File: src/rtl/arith_pkg.sv
// Shared definitions for the arithmetic result buffer: op encoding, queue entry layout
// and the per-entry result select / status flag function.
// Purely combinational helpers; no state and no backpressure.
package arith_pkg;

    // Op select encoding as driven by the upstream arithmetic unit
    localparam logic [1:0] OP_ADD = 2'd0;
    localparam logic [1:0] OP_SUB = 2'd1;
    localparam logic [1:0] OP_MUL = 2'd2;
    localparam logic [1:0] OP_DIV = 2'd3;

    // Result reported for a divide by zero; the unit's own quotient is meaningless then
    localparam logic [7:0] DIV0_RESULT = 8'hFF;

    // 8 result + 2 op + 3 flags
    localparam int ENTRY_W = 13;

    // One queued result; field order defines the packed storage layout
    typedef struct packed {
        logic [7:0] result;
        logic [1:0] op;
        logic       carry;
        logic       zero;
        logic       div0;
    } entry_t;

    // Pick the result for the selected op and derive its flags.
    // zero is taken from the final result, so a div-by-zero entry (0xFF) never reports zero.
    function automatic entry_t make_entry(
        input logic [1:0] op,
        input logic [7:0] value_a,
        input logic [7:0] value_b,
        input logic [7:0] value_add,
        input logic [7:0] value_sub,
        input logic [7:0] value_mul,
        input logic [7:0] value_div
    );
        entry_t e;
        e = '0;
        e.op = op;
        case (op)
            OP_ADD: begin
                e.result = value_add;
                // an 8-bit sum that wrapped is smaller than either operand
                e.carry  = (value_add < value_a);
            end
            OP_SUB: begin
                e.result = value_sub;
                // borrow out of a - b
                e.carry  = (value_a < value_b);
            end
            OP_MUL: begin
                // product is truncated; overflow is deliberately not flagged
                e.result = value_mul;
            end
            default: begin
                if (value_b == 8'd0) begin
                    e.result = DIV0_RESULT;
                    e.div0   = 1'b1;
                end else begin
                    e.result = value_div;
                end
            end
        endcase
        e.zero = (e.result == 8'd0);
        return e;
    endfunction

endpackage

File: src/rtl/sync_fifo.sv
// Generic single-clock FIFO with registered storage, wrapping pointers and an occupancy counter.
// Latency: a write is visible on rd_dat/rd_vld the cycle after it is accepted; no bypass.
// Backpressure: wr_rdy is !full from registered occupancy, so a same-cycle read never frees a slot early.
module sync_fifo #(
    parameter int WIDTH = 8,
    parameter int DEPTH = 4
) (
    input  logic             clk,
    input  logic             reset,
    input  logic             wr_vld,
    output logic             wr_rdy,
    input  logic [WIDTH-1:0] wr_dat,
    output logic             rd_vld,
    input  logic             rd_rdy,
    output logic [WIDTH-1:0] rd_dat
);

    localparam int AW    = (DEPTH > 1) ? $clog2(DEPTH) : 1;
    localparam int OCC_W = AW + 1;

    typedef logic [AW-1:0]    ptr_t;
    typedef logic [OCC_W-1:0] occ_t;

    logic [WIDTH-1:0] mem [DEPTH];
    ptr_t             wr_ptr;
    ptr_t             rd_ptr;
    occ_t             occ;
    logic             full;
    logic             empty;
    logic             do_wr;
    logic             do_rd;

    assign full   = (occ == occ_t'(DEPTH));
    assign empty  = (occ == occ_t'(0));
    assign wr_rdy = !full;
    assign rd_vld = !empty;
    assign do_wr  = wr_vld && !full;
    assign do_rd  = rd_rdy && !empty;
    assign rd_dat = mem[rd_ptr];

    // Pointer and occupancy bookkeeping; pointers wrap naturally at DEPTH (power of two)
    always_ff @(posedge clk) begin
        if (reset) begin
            wr_ptr <= '0;
            rd_ptr <= '0;
            occ    <= '0;
        end else begin
            if (do_wr) begin
                wr_ptr <= wr_ptr + ptr_t'(1);
            end
            if (do_rd) begin
                rd_ptr <= rd_ptr + ptr_t'(1);
            end
            case ({do_wr, do_rd})
                2'b10:   occ <= occ + occ_t'(1);
                2'b01:   occ <= occ - occ_t'(1);
                default: occ <= occ;
            endcase
        end
    end

    // Storage write; contents need no reset because occupancy gates what is read
    always_ff @(posedge clk) begin
        if (do_wr) begin
            mem[wr_ptr] <= wr_dat;
        end
    end

endmodule

File: src/rtl/arith_result_buffer.sv
// Selects one arithmetic-unit result per input, flags it and queues it for a valid/ready consumer.
// Latency: pushed entry appears on o_valid/o_result one cycle later; no same-cycle bypass.
// Backpressure: o_ready = not full; input is dropped while full even if a pop happens that cycle.
module arith_result_buffer
    import arith_pkg::*;
#(
    parameter int DEPTH = 4,
    parameter int CNT_W = 8
) (
    input  logic             clk,
    input  logic             reset,
    input  logic             i_valid,
    output logic             o_ready,
    input  logic [1:0]       i_op,
    input  logic [7:0]       i_value_a,
    input  logic [7:0]       i_value_b,
    input  logic [7:0]       i_value_add,
    input  logic [7:0]       i_value_sub,
    input  logic [7:0]       i_value_mul,
    input  logic [7:0]       i_value_div,
    output logic             o_valid,
    input  logic             i_ready,
    output logic [7:0]       o_result,
    output logic [1:0]       o_op,
    output logic             o_flag_carry,
    output logic             o_flag_zero,
    output logic             o_flag_div0,
    output logic [CNT_W-1:0] o_count
);

    entry_t     new_entry;
    entry_t     head_entry;
    entry_t     held_entry;
    entry_t     shown_entry;
    logic       fifo_rdy;
    logic       fifo_vld;
    logic       pop;
    logic [ENTRY_W-1:0] head_bits;

    // Result select and flag generation for the incoming set of unit outputs
    always_comb begin
        new_entry = make_entry(i_op, i_value_a, i_value_b, i_value_add,
                               i_value_sub, i_value_mul, i_value_div);
    end

    sync_fifo #(
        .WIDTH (ENTRY_W),
        .DEPTH (DEPTH)
    ) u_fifo (
        .clk    (clk),
        .reset  (reset),
        .wr_vld (i_valid),
        .wr_rdy (fifo_rdy),
        .wr_dat (new_entry),
        .rd_vld (fifo_vld),
        .rd_rdy (i_ready),
        .rd_dat (head_bits)
    );

    assign head_entry = entry_t'(head_bits);
    assign o_ready    = fifo_rdy;
    assign o_valid    = fifo_vld;
    assign pop        = fifo_vld && i_ready;

    // Keep a copy of the last delivered entry so outputs hold steady (and read 0 after reset) when empty
    always_ff @(posedge clk) begin
        if (reset) begin
            held_entry <= '0;
        end else if (pop) begin
            held_entry <= head_entry;
        end
    end

    // Count delivered results; wraps at 2^CNT_W
    always_ff @(posedge clk) begin
        if (reset) begin
            o_count <= '0;
        end else if (pop) begin
            o_count <= o_count + CNT_W'(1);
        end
    end

    // Head outputs come straight from storage while valid, otherwise from the held copy
    always_comb begin
        shown_entry  = fifo_vld ? head_entry : held_entry;
        o_result     = shown_entry.result;
        o_op         = shown_entry.op;
        o_flag_carry = shown_entry.carry;
        o_flag_zero  = shown_entry.zero;
        o_flag_div0  = shown_entry.div0;
    end

endmodule

File: config.mk
export PLATFORM = sky130hd
export DESIGN_NAME = arith_result_buffer
export DESIGN_NICKNAME = d
export VERILOG_FILES = /design/src/rtl/arith_pkg.sv /design/src/rtl/sync_fifo.sv /design/src/rtl/arith_result_buffer.sv
export SDC_FILE = /design/constraint.sdc
export NUM_CORES = 1
export LEC_CHECK = 0
export CAP_MARGIN = 25
export CORE_MARGIN = 2
export CORE_UTILIZATION = 40
export CTS_CLUSTER_SIZE = 40
export DETAILED_ROUTE_END_ITERATION = 7
export PLACE_DENSITY = 0.75
export SLEW_MARGIN = 20
export SYNTH_ARGS = -nofsm -noshare
export SYNTH_HDL_FRONTEND = slang
export SYNTH_SLANG_ARGS = --single-unit
File: constraint.sdc
create_clock -name clk -period 5.8 [get_ports clk]
set_input_delay 1.74 -clock clk [delete_from_list [all_inputs] [get_ports clk]]
set_output_delay 1.74 -clock clk [all_outputs]
set_load 0.01 [all_outputs]
==> results.py <==
metrics = {
    "final_layout": {
        "num-nets-final": 472,
        "antenna_cells_inserted": 0,
        "post-route-util_pct": 52.7,
        "syn_to_final_growth_pct": 29.7,
        "instances_no_fill": 535,
        "fill_cells": 866,
        "post_route_cells_drive_above_1_share_pct": 14.2,
    },
    "floorplan": {
        "dieWidth_microns": 103,
        "io_pins": 77,
        "die_height_microns": 103,
        "std_cell_rows": 36,
        "die_area_sq_mm": 0.0106,
        "fp.coreArea_sq_mm": 0.00959,
        "initial_utilization_pct": 40.6,
    },
    "synth": {
        "syn-num-nets": 394,
        "count_of_mapped_cells_out_of_synthesis": 319,
        "postSynth.topFlopCell": "edfxtp_1",
        "yosys_warnings": 0,
        "netlist-cell-type-count": 38,
        "synthArstFlopShare_pct": 0,
        "postSynthAreaPerCell_sq_um": 12.2,
        "synth_seq_cells": 82,
        "yosysSeqAreaShare_pct": 55.5,
        "synth_area_sq_mm": 0.00390,
        "synth_edf_count": 52,
    },
    "sta": {
        "timing.slew.headroom_pct": 42.2,
        "worst_clock_skew_ns": 0.00596,
        "max_slew.worst_pin.slew_ns": 0.866,
        "layout_worst_path_cycle_share_pct": 76.3,
        "setup_slack_ns": 1.38,
        "grt_setup_unrepaired": "false",
        "timing.final.max_slew_violations": 0,
        "achievable-frequency_ghz": 0.226,
        "timing_hold_violations_final": 0,
        "setup_viol": 0,
        "min_period_ns": 4.42,
        "setup-tns-final_ns": 0,
    },
    "pwr": {
        "p_seq_share_pct": 39.2,
        "p_total_mw": 2.01,
        "leakagePower_nw": 1.87,
        "comb_power_share_pct": 36.0,
        "power.net_switching_mw": 0.610,
        "power_report.internal_total_mw": 1.40,
        "power.share.switching_pct": 30.3,
        "ir_drop_uv": 215,
        "power_frac_clock_pct": 24.8,
        "cellPowerDensity_mw_per_mm2": 397,
    },
    "detailed_routing": {
        "post-route-drc-count": 0,
        "antenna_violating_nets_post_route": 0,
        "num_vias": 2685,
        "drt_wl_total_microns": 8210,
        "detail_route.first_pass.iterations": 4,
        "vias_per_cell": 5.02,
        "drt-wirelength-per-cell_microns": 15.3,
        "iteration_0_drc_markers": 83,
    },
    "cts": {
        "post-cts-setup-buffers": 0,
        "clock_tree.buffer_depth": 2,
        "cts_sinks": 82,
        "cts-htree-levels": 3,
        "clock_latency_ns": 0.34,
        "cts_hold_repair.buffers": 0,
        "cts_root_buf": "clkbuf_8",
        "cts_tree": "done",
        "cts_inserted_buffers": 9,
        "clock_slew_at_the_register_clock_pins_of_the_worst_setup_and_hold_paths_ns": 0.08,
        "cts_resized": 0,
    },
    "worst_setup_path": {
        "worst-endpoint-required_ns": 4.06,
        "critPathCaptureType": "output pin",
        "critPathLaunchType": "flop",
        "criticalPathCategory": "flop to output pin",
        "critical_path_arrival_ns": 2.68,
        "path_max_fanout": 13,
    },
    "placement": {
        "pre_cts_slack_ns": 1.50,
        "routabilityCongestion": 0.845,
        "placed_wire_length_estimate_microns": 6080,
        "buffer_ports.inserted": 76,
        "post-place-cells": 518,
    },
    "global_route": {
        "grt_max_degree": 30,
        "grt_remaining_overflow": 0,
        "global_route.usage.total_pct": 16.7,
        "number_of_antenna_violations_at_the_first_check_in_global_routing": 0,
        "grt_first_pass_wirelength_microns": 13300,
        "grt_pass1_vias": 2794,
    },
    "run_status": {
        "outcome": "finished, final reports clean",
    },
    "flow_run": {
        "drv_cap": 0,
    },
    "hold_path": {
        "holdCritPathClass": "flop to flop",
    },
}
==> routing by layer <==
metal	global-route usage [%]	vias up	part of all wire, %
met5	0	-	0
li1	-	1309	-
met3	3.53	13	5.9
met1	20.5	1268	44
met2	29.0	95	48
met4	6.05	0	1.7
==> metrics by stage <==
| stage | hold WS, ns | instance area (sq um) |
|---|---|---|
| global route | 0.480 | 5060 |
| CTS | 0.458 | 5030 |
| detailed placement | 0.447 | 4790 |
| global placement | 0.438 | 4790 |
| floorplan | 0.433 | 3900 |
| finish | 0.456 | 5060 |
==> registers in the layout, summed over array words and instances (netlist names), named ones only <==
| register | count |
|---|---|
| u_fifo.wr_ptr | 2 |
| u_fifo.mem | 52 |
| u_fifo.occ | 3 |
| held_entry | 13 |
| u_fifo.rd_ptr | 2 |
| o_count | 8 |
==> critical path, cell delays in order, from the launching register on <==
cell             delay, ns
dfxtp_1               0.89
mux4_2                0.65
mux2_2                0.31
clkdlybuf4s50_1       0.48
==> kinds of logic after synthesis <==
group / Yosys count / synth area share (%)
flip-flops: 82 / 55.5
XOR/XNOR: 12 / 2.70
AO/OA/AOI/OAI: 46 / 7.03
buffers and inverters: 42 / 4.30
AND/OR/NAND/NOR: 82 / 9.72
adder cells (fa/ha/maj): 21 / 6.93
multiplexers: 34 / 13.9
==> worst paths after layout <==
| path | start | cells after the start | slack (ns) | endpoint |
|---|---|---|---|---|
| worst min register to register | held_entry[11] | 2 | 0.46 | held_entry[11] |
| worst max register to register | u_fifo.occ[0] | 9 | 3.41 | u_fifo.occ[2] |
| worst min-delay path | held_entry[11] | 2 | 0.46 | held_entry[11] |
| worst max-delay path | flop | 3 | 1.38 | o_op[1] |
==> layout make-up <==
| class | instances | area, sq um | share of cell area, % |
|---|---|---|---|
| Inverter | 31 | 116 | 2.30 |
| Tap cell | 133 | 166 | 3.29 |
| Clock buffer | 9 | 124 | 2.45 |
| Timing Repair Buffer | 78 | 783 | 15.5 |
| Sequential cell | 82 | 2160 | 42.8 |
| Multi-Input combinational cell | 195 | 1580 | 31.3 |
| Clock inverter | 7 | 124 | 2.45 |
==> Yosys cell counts (2+ instances only) <==
library cell / n / area share [%]
xor2_1: 10 / 2.2
nor2_1: 17 / 1.6
xnor2_1: 2 / 0.45
o22ai_1: 7 / 1.1
and3_1: 5 / 0.80
inv_2: 4 / 0.38
nand2_1: 33 / 3.2
edfxtp_1: 52 / 40
mux2_4: 3 / 1.2
nor4_1: 2 / 0.32
nand2b_1: 3 / 0.48
inv_1: 27 / 2.6
mux4_2: 13 / 7.5
dfxtp_1: 30 / 15
buf_1: 3 / 0.29
a21oi_1: 31 / 4.0
buf_2: 2 / 0.26
nand4_1: 6 / 0.96
nor3_1: 2 / 0.26
mux2_2: 14 / 4.0
clkbuf_1: 5 / 0.48
nand3_1: 8 / 1.0
ha_1: 20 / 6.4
mux2_1: 4 / 1.2
o21ai_0: 2 / 0.26
or4_1: 2 / 0.38
==> layout by cell type (no fill, tap or decap), types with 3 or more instances in the layout <==
| cell | count |
|---|---|
| ha_1 | 20 |
| mux2_4 | 3 |
| o22ai_1 | 7 |
| nand3_1 | 8 |
| nand4_1 | 6 |
| nand2b_1 | 3 |
| nand2_1 | 33 |
| xor2_1 | 10 |
| mux2_1 | 4 |
| dfxtp_1 | 30 |
| bufinv_16 | 3 |
| clkbuf_8 | 9 |
| edfxtp_1 | 52 |
| clkdlybuf4s50_1 | 76 |
| and3_1 | 5 |
| mux4_2 | 13 |
| a21oi_1 | 31 |
| nor2_1 | 17 |
| inv_1 | 27 |
| inv_2 | 4 |
| mux2_2 | 14 |
==> power groups by stage <==
| stage | Clock (mW) | Sequential, mW | Combinational [mW] |
|---|---|---|---|
| 2_1_floorplan | 0 | 0.763 | 0.449 |
| 3_3_place_gp | 0 | 0.795 | 0.706 |
| 3_5_place_dp | 0 | 0.801 | 0.721 |
| 4_1_cts | 0.507 | 0.788 | 0.729 |
| 5_1_grt | 0.527 | 0.804 | 0.788 |
| 6_report | 0.498 | 0.788 | 0.723 |
Power figures use the tool's default switching activity.
